[config.mk]
export PLATFORM = sky130hd
export DESIGN_NAME = multicycle_alu
export DESIGN_NICKNAME = d
export VERILOG_FILES = /design/src/rtl/multicycle_alu_pkg.sv /design/src/rtl/multicycle_alu_adder.sv /design/src/rtl/multicycle_alu.sv
export SDC_FILE = /design/constraint.sdc
export NUM_CORES = 1
export LEC_CHECK = 0
export ABC_AREA = 1
export CORE_UTILIZATION = 35
export CTS_BUF_LIST = sky130_fd_sc_hd__clkbuf_16
export DETAILED_ROUTE_END_ITERATION = 12
export PLACE_DENSITY_LB_ADDON = 0.2
export SLEW_MARGIN = 20
export SYNTH_ARGS = -nofsm -noshare
export SYNTH_HDL_FRONTEND = slang
export SYNTH_SLANG_ARGS = --single-unit
[constraint.sdc]
create_clock -name clk -period 6.6 [get_ports clk]
set_input_delay 0.99 -clock clk [delete_from_list [all_inputs] [get_ports clk]]
set_output_delay 0.99 -clock clk [all_outputs]
set_load 0.005 [all_outputs]
[src/rtl/multicycle_alu_pkg.sv]
// Shared op encodings and FSM state type for the multicycle ALU.
package multicycle_alu_pkg;

  localparam logic [1:0] OP_ADD = 2'b00;
  localparam logic [1:0] OP_EQ  = 2'b01;
  localparam logic [1:0] OP_MUL = 2'b10;
  localparam logic [1:0] OP_LTU = 2'b11;

  typedef enum logic [1:0] {
    IDLE = 2'd0,
    CALC = 2'd1,
    DONE = 2'd2
  } state_t;

endpackage

[src/rtl/multicycle_alu_adder.sv]
// Plain nbits-wide modular adder used for the multiply accumulator.
module multicycle_alu_adder #(
  parameter int nbits = 32
) (
  input  logic [nbits-1:0] a,
  input  logic [nbits-1:0] b,
  output logic [nbits-1:0] sum
);

  assign sum = a + b;

endmodule

[src/rtl/multicycle_alu.sv]
// Multicycle ALU: single-cycle add/eq/ltu, shift-add multiply over nbits cycles.
// Define MULTICYCLE_ALU_EARLY_EXIT_EN to end multiply once the remaining multiplier is zero.
module multicycle_alu
  import multicycle_alu_pkg::*;
#(
  parameter int nbits = 32
) (
  input  logic             clk,
  input  logic             rst,
  input  logic             istream_val,
  output logic             istream_rdy,
  input  logic [1:0]       op,
  input  logic [nbits-1:0] in0,
  input  logic [nbits-1:0] in1,
  output logic             ostream_val,
  input  logic             ostream_rdy,
  output logic [nbits-1:0] out
);

  localparam int CW = $clog2(nbits);

  state_t           state, state_nx;
  logic [nbits-1:0] a_q, b_q, acc, out_q;
  logic [nbits-1:0] addend, acc_sum, b_shr;
  logic [CW-1:0]    count;
  logic             last_iter, calc_exit;

  assign istream_rdy = (state == IDLE);
  assign ostream_val = (state == DONE);
  assign out         = out_q;

  assign addend    = b_q[0] ? a_q : '0;
  assign b_shr     = b_q >> 1;
  assign last_iter = (count == CW'(nbits - 1));

  multicycle_alu_adder #(.nbits(nbits)) u_acc_add (
    .a   (acc),
    .b   (addend),
    .sum (acc_sum)
  );

`ifdef MULTICYCLE_ALU_EARLY_EXIT_EN
  assign calc_exit = last_iter || (b_shr == '0);
`else
  assign calc_exit = last_iter;
`endif

  always_comb begin
    state_nx = state;
    case (state)
      IDLE: if (istream_val) begin
        if (op == OP_MUL) begin
`ifdef MULTICYCLE_ALU_EARLY_EXIT_EN
          state_nx = (in1 == '0) ? DONE : CALC;
`else
          state_nx = CALC;
`endif
        end else begin
          state_nx = DONE;
        end
      end
      CALC: if (calc_exit) state_nx = DONE;
      DONE: if (ostream_rdy) state_nx = IDLE;
      default: state_nx = IDLE;
    endcase
  end

  always_ff @(posedge clk) begin
    if (rst) begin
      state <= IDLE;
      a_q   <= '0;
      b_q   <= '0;
      acc   <= '0;
      count <= '0;
      out_q <= '0;
    end else begin
      state <= state_nx;
      case (state)
        IDLE: if (istream_val) begin
          a_q   <= in0;
          b_q   <= in1;
          acc   <= '0;
          count <= '0;
          // Non-multiply results are formed on the accept edge, giving latency 1.
          case (op)
            OP_ADD:  out_q <= in0 + in1;
            OP_EQ:   out_q <= nbits'(in0 == in1);
            OP_LTU:  out_q <= nbits'(in0 < in1);
            default: out_q <= '0;
          endcase
        end
        CALC: begin
          acc   <= acc_sum;
          a_q   <= a_q << 1;
          b_q   <= b_shr;
          count <= count + CW'(1);
          if (calc_exit) out_q <= acc_sum;
        end
        default: ;
      endcase
    end
  end

endmodule
* Yosys cells after proc, flatten, opt, wreduce, memory -nomap -nowiden
Cells that the tools add are included.
W data, S select, Z words.
** Cells by class
- Add/sub/neg operators :: 3
- $lt $le $gt $ge :: 1
- Eq/ne operators :: 10
- Multiplexer cells :: 18
- Reductions and logical operators :: 6
** Operator list (number)
- $pmux W32 S2 :: 4
- $mux W32 :: 6
- $pmux W32 S3 :: 1
- $add A32 B32 Y32 :: 2
- $eq A32 B32 Y1 :: 1
- $lt A32 B32 Y1 :: 1
- $pmux W5 S2 :: 1
- $mux W2 :: 4
- $eq A2 B2 Y1 const B :: 3
- $pmux W2 S3 :: 1
- $reduce_and A3 Y1 :: 2
- $add A5 B1 Y5 const B :: 1
- $eq A5 B5 Y1 const B :: 1
- $mux W5 :: 1
- $eq A2 B1 Y1 const B :: 2
- $logic_not A2 Y1 :: 2
- $ne A2 B2 Y1 const B :: 2
- $ne A2 B1 Y1 const B :: 1
- $reduce_and A2 Y1 :: 1
- $reduce_bool A2 Y1 :: 1
** Word-level totals
- Bits in registers :: 135
- Input port bits :: 70
- Output and inout port bits :: 34
- Word-level logic and storage cells :: 44

* Depth between registers and ports, before layout
- Depth after elaboration :: 4
- Depth in mapped cells :: 19
- Gate-level depth less buffers :: 17

* Cells and area by module
A second synthesis with hierarchy kept.
** Second synthesis, totals
- Cell total of the unflattened synthesis :: 1827
- Area total of the unflattened synthesis :: 10905.5 um^2
** By module, submodules not included
- multicycle_alu :: times used 1, cells an instance 1336, area an instance 8582.0 um^2, seq. area each 2702.6 um^2
- multicycle_alu_adder :: times used 1, cells an instance 491, area an instance 2323.5 um^2, seq. area each 0.0 um^2

* Worst setup path after synthesis
Ideal clock, no wire load.
- Kind :: input to register
- Start point :: input in0[0]
- End point :: register out_q[28], in the netlist out[28]
- Library setup time :: 0.117 ns
- Arrival :: 2.435 ns
- Required time :: 6.483 ns
- Setup slack :: 4.048 ns
- Cell stages on the path :: 14
- Buffers on the path :: 0
- Cells stage by stage :: ha_1 fa_1 nand2_1 nand2_1 nand2_1 inv_1 nand2_1 nand3_2 nand2_1 nand3_1 nand2_1 nor2_1 nor2_1 nor2_1
** Between the ends
- Longest elaborated chain between the ends :: 4
** Ends and longest elaborated chain
- from (decl) :: line multicycle_alu.sv:13 : input logic [nbits-1:0] in0,
- $add A32 B32 Y32 :: line multicycle_alu.sv:86 : OP_ADD: out_q <= in0 + in1;
- $pmux W32 S3 :: line multicycle_alu.sv:85 : case (op)
- $mux W32 :: line multicycle_alu.sv:79 : IDLE: if (istream_val) begin
- $pmux W32 S2 :: line multicycle_alu.sv:78 : case (state)
- to (signal assigned) :: line multicycle_alu.sv:86
- to (signal assigned) :: line multicycle_alu.sv:87 : OP_EQ: out_q <= nbits'(in0 == in1);
- to (signal assigned) :: line multicycle_alu.sv:88 : OP_LTU: out_q <= nbits'(in0 < in1);
- to (decl) :: line multicycle_alu.sv:23 : logic [nbits-1:0] a_q, b_q, acc, out_q;
Every way passes these cells. The select of a mux whose other input is x is not followed.
A chain may end at the register's enable or synchronous reset.

* Final worst setup path
- Start point :: input istream_val
- End point :: register out_q[26], in the netlist out[26]
** Between the ends
- Longest elaborated chain between the ends :: 2
** Ends and longest elaborated chain
- from (decl) :: line multicycle_alu.sv:10 : input logic istream_val,
- $ne A2 B2 Y1 (no source line)
- $reduce_and A3 Y1 (no source line)
Every way passes these cells.

==> impl_metrics.env <==
export IMPL_fin_util=0.416
export IMPL_port_buffers=103
export IMPL_rr_startpoint="b_q[0]$_SDFFE_PP0P_"
export IMPL_synth_top_area_cell="dfxtp_1"
export IMPL_wl_um=37600
export IMPL_required_ns=6.92
export IMPL_setup_tns_ns=0
export IMPL_whs_path_depth=2
export IMPL_synth_compound_area_share=0.163
export IMPL_power_mw=2.68
export IMPL_die_w_um=181
export IMPL_ys_ff_latch=135
export IMPL_io_pins=104
export IMPL_maxCapViolCount=0
export IMPL_start_util=0.357
export IMPL_grt_usage=0.234
export IMPL_hold_start="count[3]$_SDFFE_PP0P_"
export IMPL_r2r_slack_ns=3.79
export IMPL_synth_cell_types=42
export IMPL_antenna_left=0
export IMPL_reg2reg_to="out[28]$_SDFFE_PP0P_"
export IMPL_cp_end_kind="flop"
export IMPL_core_um2=31600
export IMPL_fmax_ghz=0.300
export IMPL_cts_resized=0
export IMPL_drt_wirelength_per_cell_um=15.7
export IMPL_hold_path_end="count[3]$_SDFFE_PP0P_"
export IMPL_postSynthCellCount=1911
export IMPL_syn_to_final_growth_pct=16.5
export IMPL_dr_wl_met2_um=16800
export IMPL_final_setup_viol_count=0
export IMPL_synthAdderAreaFrac=0.110
export IMPL_fin_crit_sh=0.505
export IMPL_die_h_um=181
export IMPL_rsz0062_at_grt="false"
export IMPL_synthXorXnorAreaFrac=0.00467
export IMPL_post_cts_buffers=0
export IMPL_cts_num_sinks=135
export IMPL_fin_crit_ns=3.33
export IMPL_crit_type="in -> reg"
export IMPL_gp_congestion=0.905
export IMPL_wl_met3_um=1470
export IMPL_final_common_cell="nand2_1"
export IMPL_cellLeakagePower_nw=6.86
export IMPL_wl_met1_um=18600
export IMPL_finClkSkew_ns=0.0179
export IMPL_htree_levels=4
export IMPL_drt_first_pass_iters=5
export IMPL_max_slew_margin=0.361
export IMPL_synth_simple_gate_area_share=0.349
export IMPL_grt_pass1_wl_um=60300
export IMPL_vias_per_cell=4.96
export IMPL_drc=0
export IMPL_layout_common_cells="nand2_1 (637), inv_1 (306), nor2_1 (169), dfxtp_1 (135), o21ai_0 (123)"
export IMPL_hold_viol=0
export IMPL_seq_area_frac_synth=0.240
export IMPL_clk_pin_slew_worst_paths_ns=0.06
export IMPL_layout_drive_gt1_share=0.0382
export IMPL_holdWs_ns=0.463
export IMPL_netlist_top_cells_area="dfxtp_1 (24%), nand2_1 (21%), ha_1 (11%)"
export IMPL_syn_num_nets=2079
export IMPL_synth_top_family_by_area="simple AND/OR/NAND/NOR gates"
export IMPL_synth_top_area_share=0.240
export IMPL_peakVddDrop_mv=0.123
export IMPL_clock_latency_ns=0.44
export IMPL_ctsHoldBuffers=0
export IMPL_grt_start_max_net_pins=86
export IMPL_clock_path_buffers=2
export IMPL_yosys_warnings=0
export IMPL_holdCritPathClass="reg -> reg"
export IMPL_worstMarginPinSlew_ns=0.958
export IMPL_cp_start_kind="primary input"
export IMPL_ctsRootBufferMaster="clkbuf_16"
export IMPL_fin_nets=2145
export IMPL_rows=65
export IMPL_syn_area_um2=11300
export IMPL_report_final_slew_viol_count=0
export IMPL_top_layer="met4"
export IMPL_critPathMaxFanout=64
export IMPL_antenna_found_initial=0
export IMPL_n_antenna_cell=0
export IMPL_cts_tree="yes"
export IMPL_grt_ovfl_total=0
export IMPL_synth_mux_area_frac=0
export IMPL_ff2ff_path_depth=17
export IMPL_dieArea_um2=32900
export IMPL_arrival_ns=3.65
export IMPL_dp_hpwl_um=29700
export IMPL_dr_first_iter_drc_count=762
export IMPL_status="finished, final reports clean"
export IMPL_cts_buffers_inserted=17
export IMPL_grt_pass1_vias=11400
export IMPL_vias=11900
export IMPL_power_density_nw_per_um2=204
export IMPL_syn_avg_cell_area_um2=5.89
synth_stat cells (all sizes together):
| cell | count |
|---|---|
| nor3 | 16 |
| buf | 37 |
| a21o | 2 |
| nand4 | 16 |
| o21ai | 132 |
| o21bai | 7 |
| nor4 | 2 |
| clkbuf | 27 |
| nand3 | 87 |
| and3 | 1 |
| ha | 96 |
| nor2 | 178 |
| inv | 312 |
| or2 | 1 |
| o21a | 4 |
| dfxtp | 135 |
| and2 | 4 |
| nand3b | 11 |
| a221oi | 1 |
| xnor2 | 1 |
| o211ai | 7 |
| fa | 2 |
| nand2 | 642 |
| xor2 | 5 |
| a21oi | 121 |
| a31oi | 64 |
worst max-delay path by stage:
stage	end	cells past startpoint	startpoint
2_1_floorplan	out[28]$_SDFFE_PP0P_	14	in0[0]
3_3_place_gp	out[0]$_SDFFE_PP0P_	9	istream_val
3_5_place_dp	out[0]$_SDFFE_PP0P_	9	istream_val
4_1_cts	out[0]$_SDFFE_PP0P_	9	istream_val
5_1_grt	out[26]$_SDFFE_PP0P_	10	istream_val
6_report	out[26]$_SDFFE_PP0P_	10	istream_val
metrics by stage:
step	instance area, um^2	setup WS (ns)	cells
2_1_floorplan	11300	4.05	1911
3_3_place_gp	12500	2.38	2359
3_5_place_dp	12500	2.30	2359
4_1_cts	13100	2.74	2391
5_1_grt	13100	3.05	2392
6_report	13100	3.27	2392
layer usage:
metal / up-vias / global-route usage
met5: - / 0
met4: 0 / 0.0580
met3: 28 / 0.0248
met2: 239 / 0.383
met1: 5399 / 0.325
li1: 6188 / -
report_power, final:
| group | internal (mW) | switching, mW | total, mW |
|---|---|---|---|
| clock network | 0.558 | 0.420 | 0.978 |
| logic | 0.274 | 0.445 | 0.719 |
| registers | 0.905 | 0.0765 | 0.981 |
registers in the layout (all words and copies together), names as in the netlist:
| register | cells |
|---|---|
| a_q | 32 |
| acc | 32 |
| b_q | 32 |
| count | 5 |
| out | 32 |
| state | 2 |
logic make-up after synthesis:
logic type,after synthesis
AOI/OAI and AO/OA,338
xor gates and xnor gates,6
adders and majority gates,98
buffers and inverters,376
DFF,135
and+or+nand+nor,958
area by class of cell:
type	count	area (um^2)
fill	3475	18400
multi-input combinational	1400	7060
sequential	135	2700
inverter	312	1170
timing repair buffer	111	1100
tap	402	503
clock buffer	17	425
clock inverter	15	154
worst max-delay path, stage by stage:
cell and delay (ns):
clkdlybuf4s50_1 0.53, nor3_2 0.08, nor2_4 0.08, buf_4 0.47, inv_2 0.48, nor2_4 0.50, buf_12 0.26, nand2_1 0.07
nor2_1 0.11, nor2_1 0.05
No activity file was read; power rests on OpenSTA's default activity.
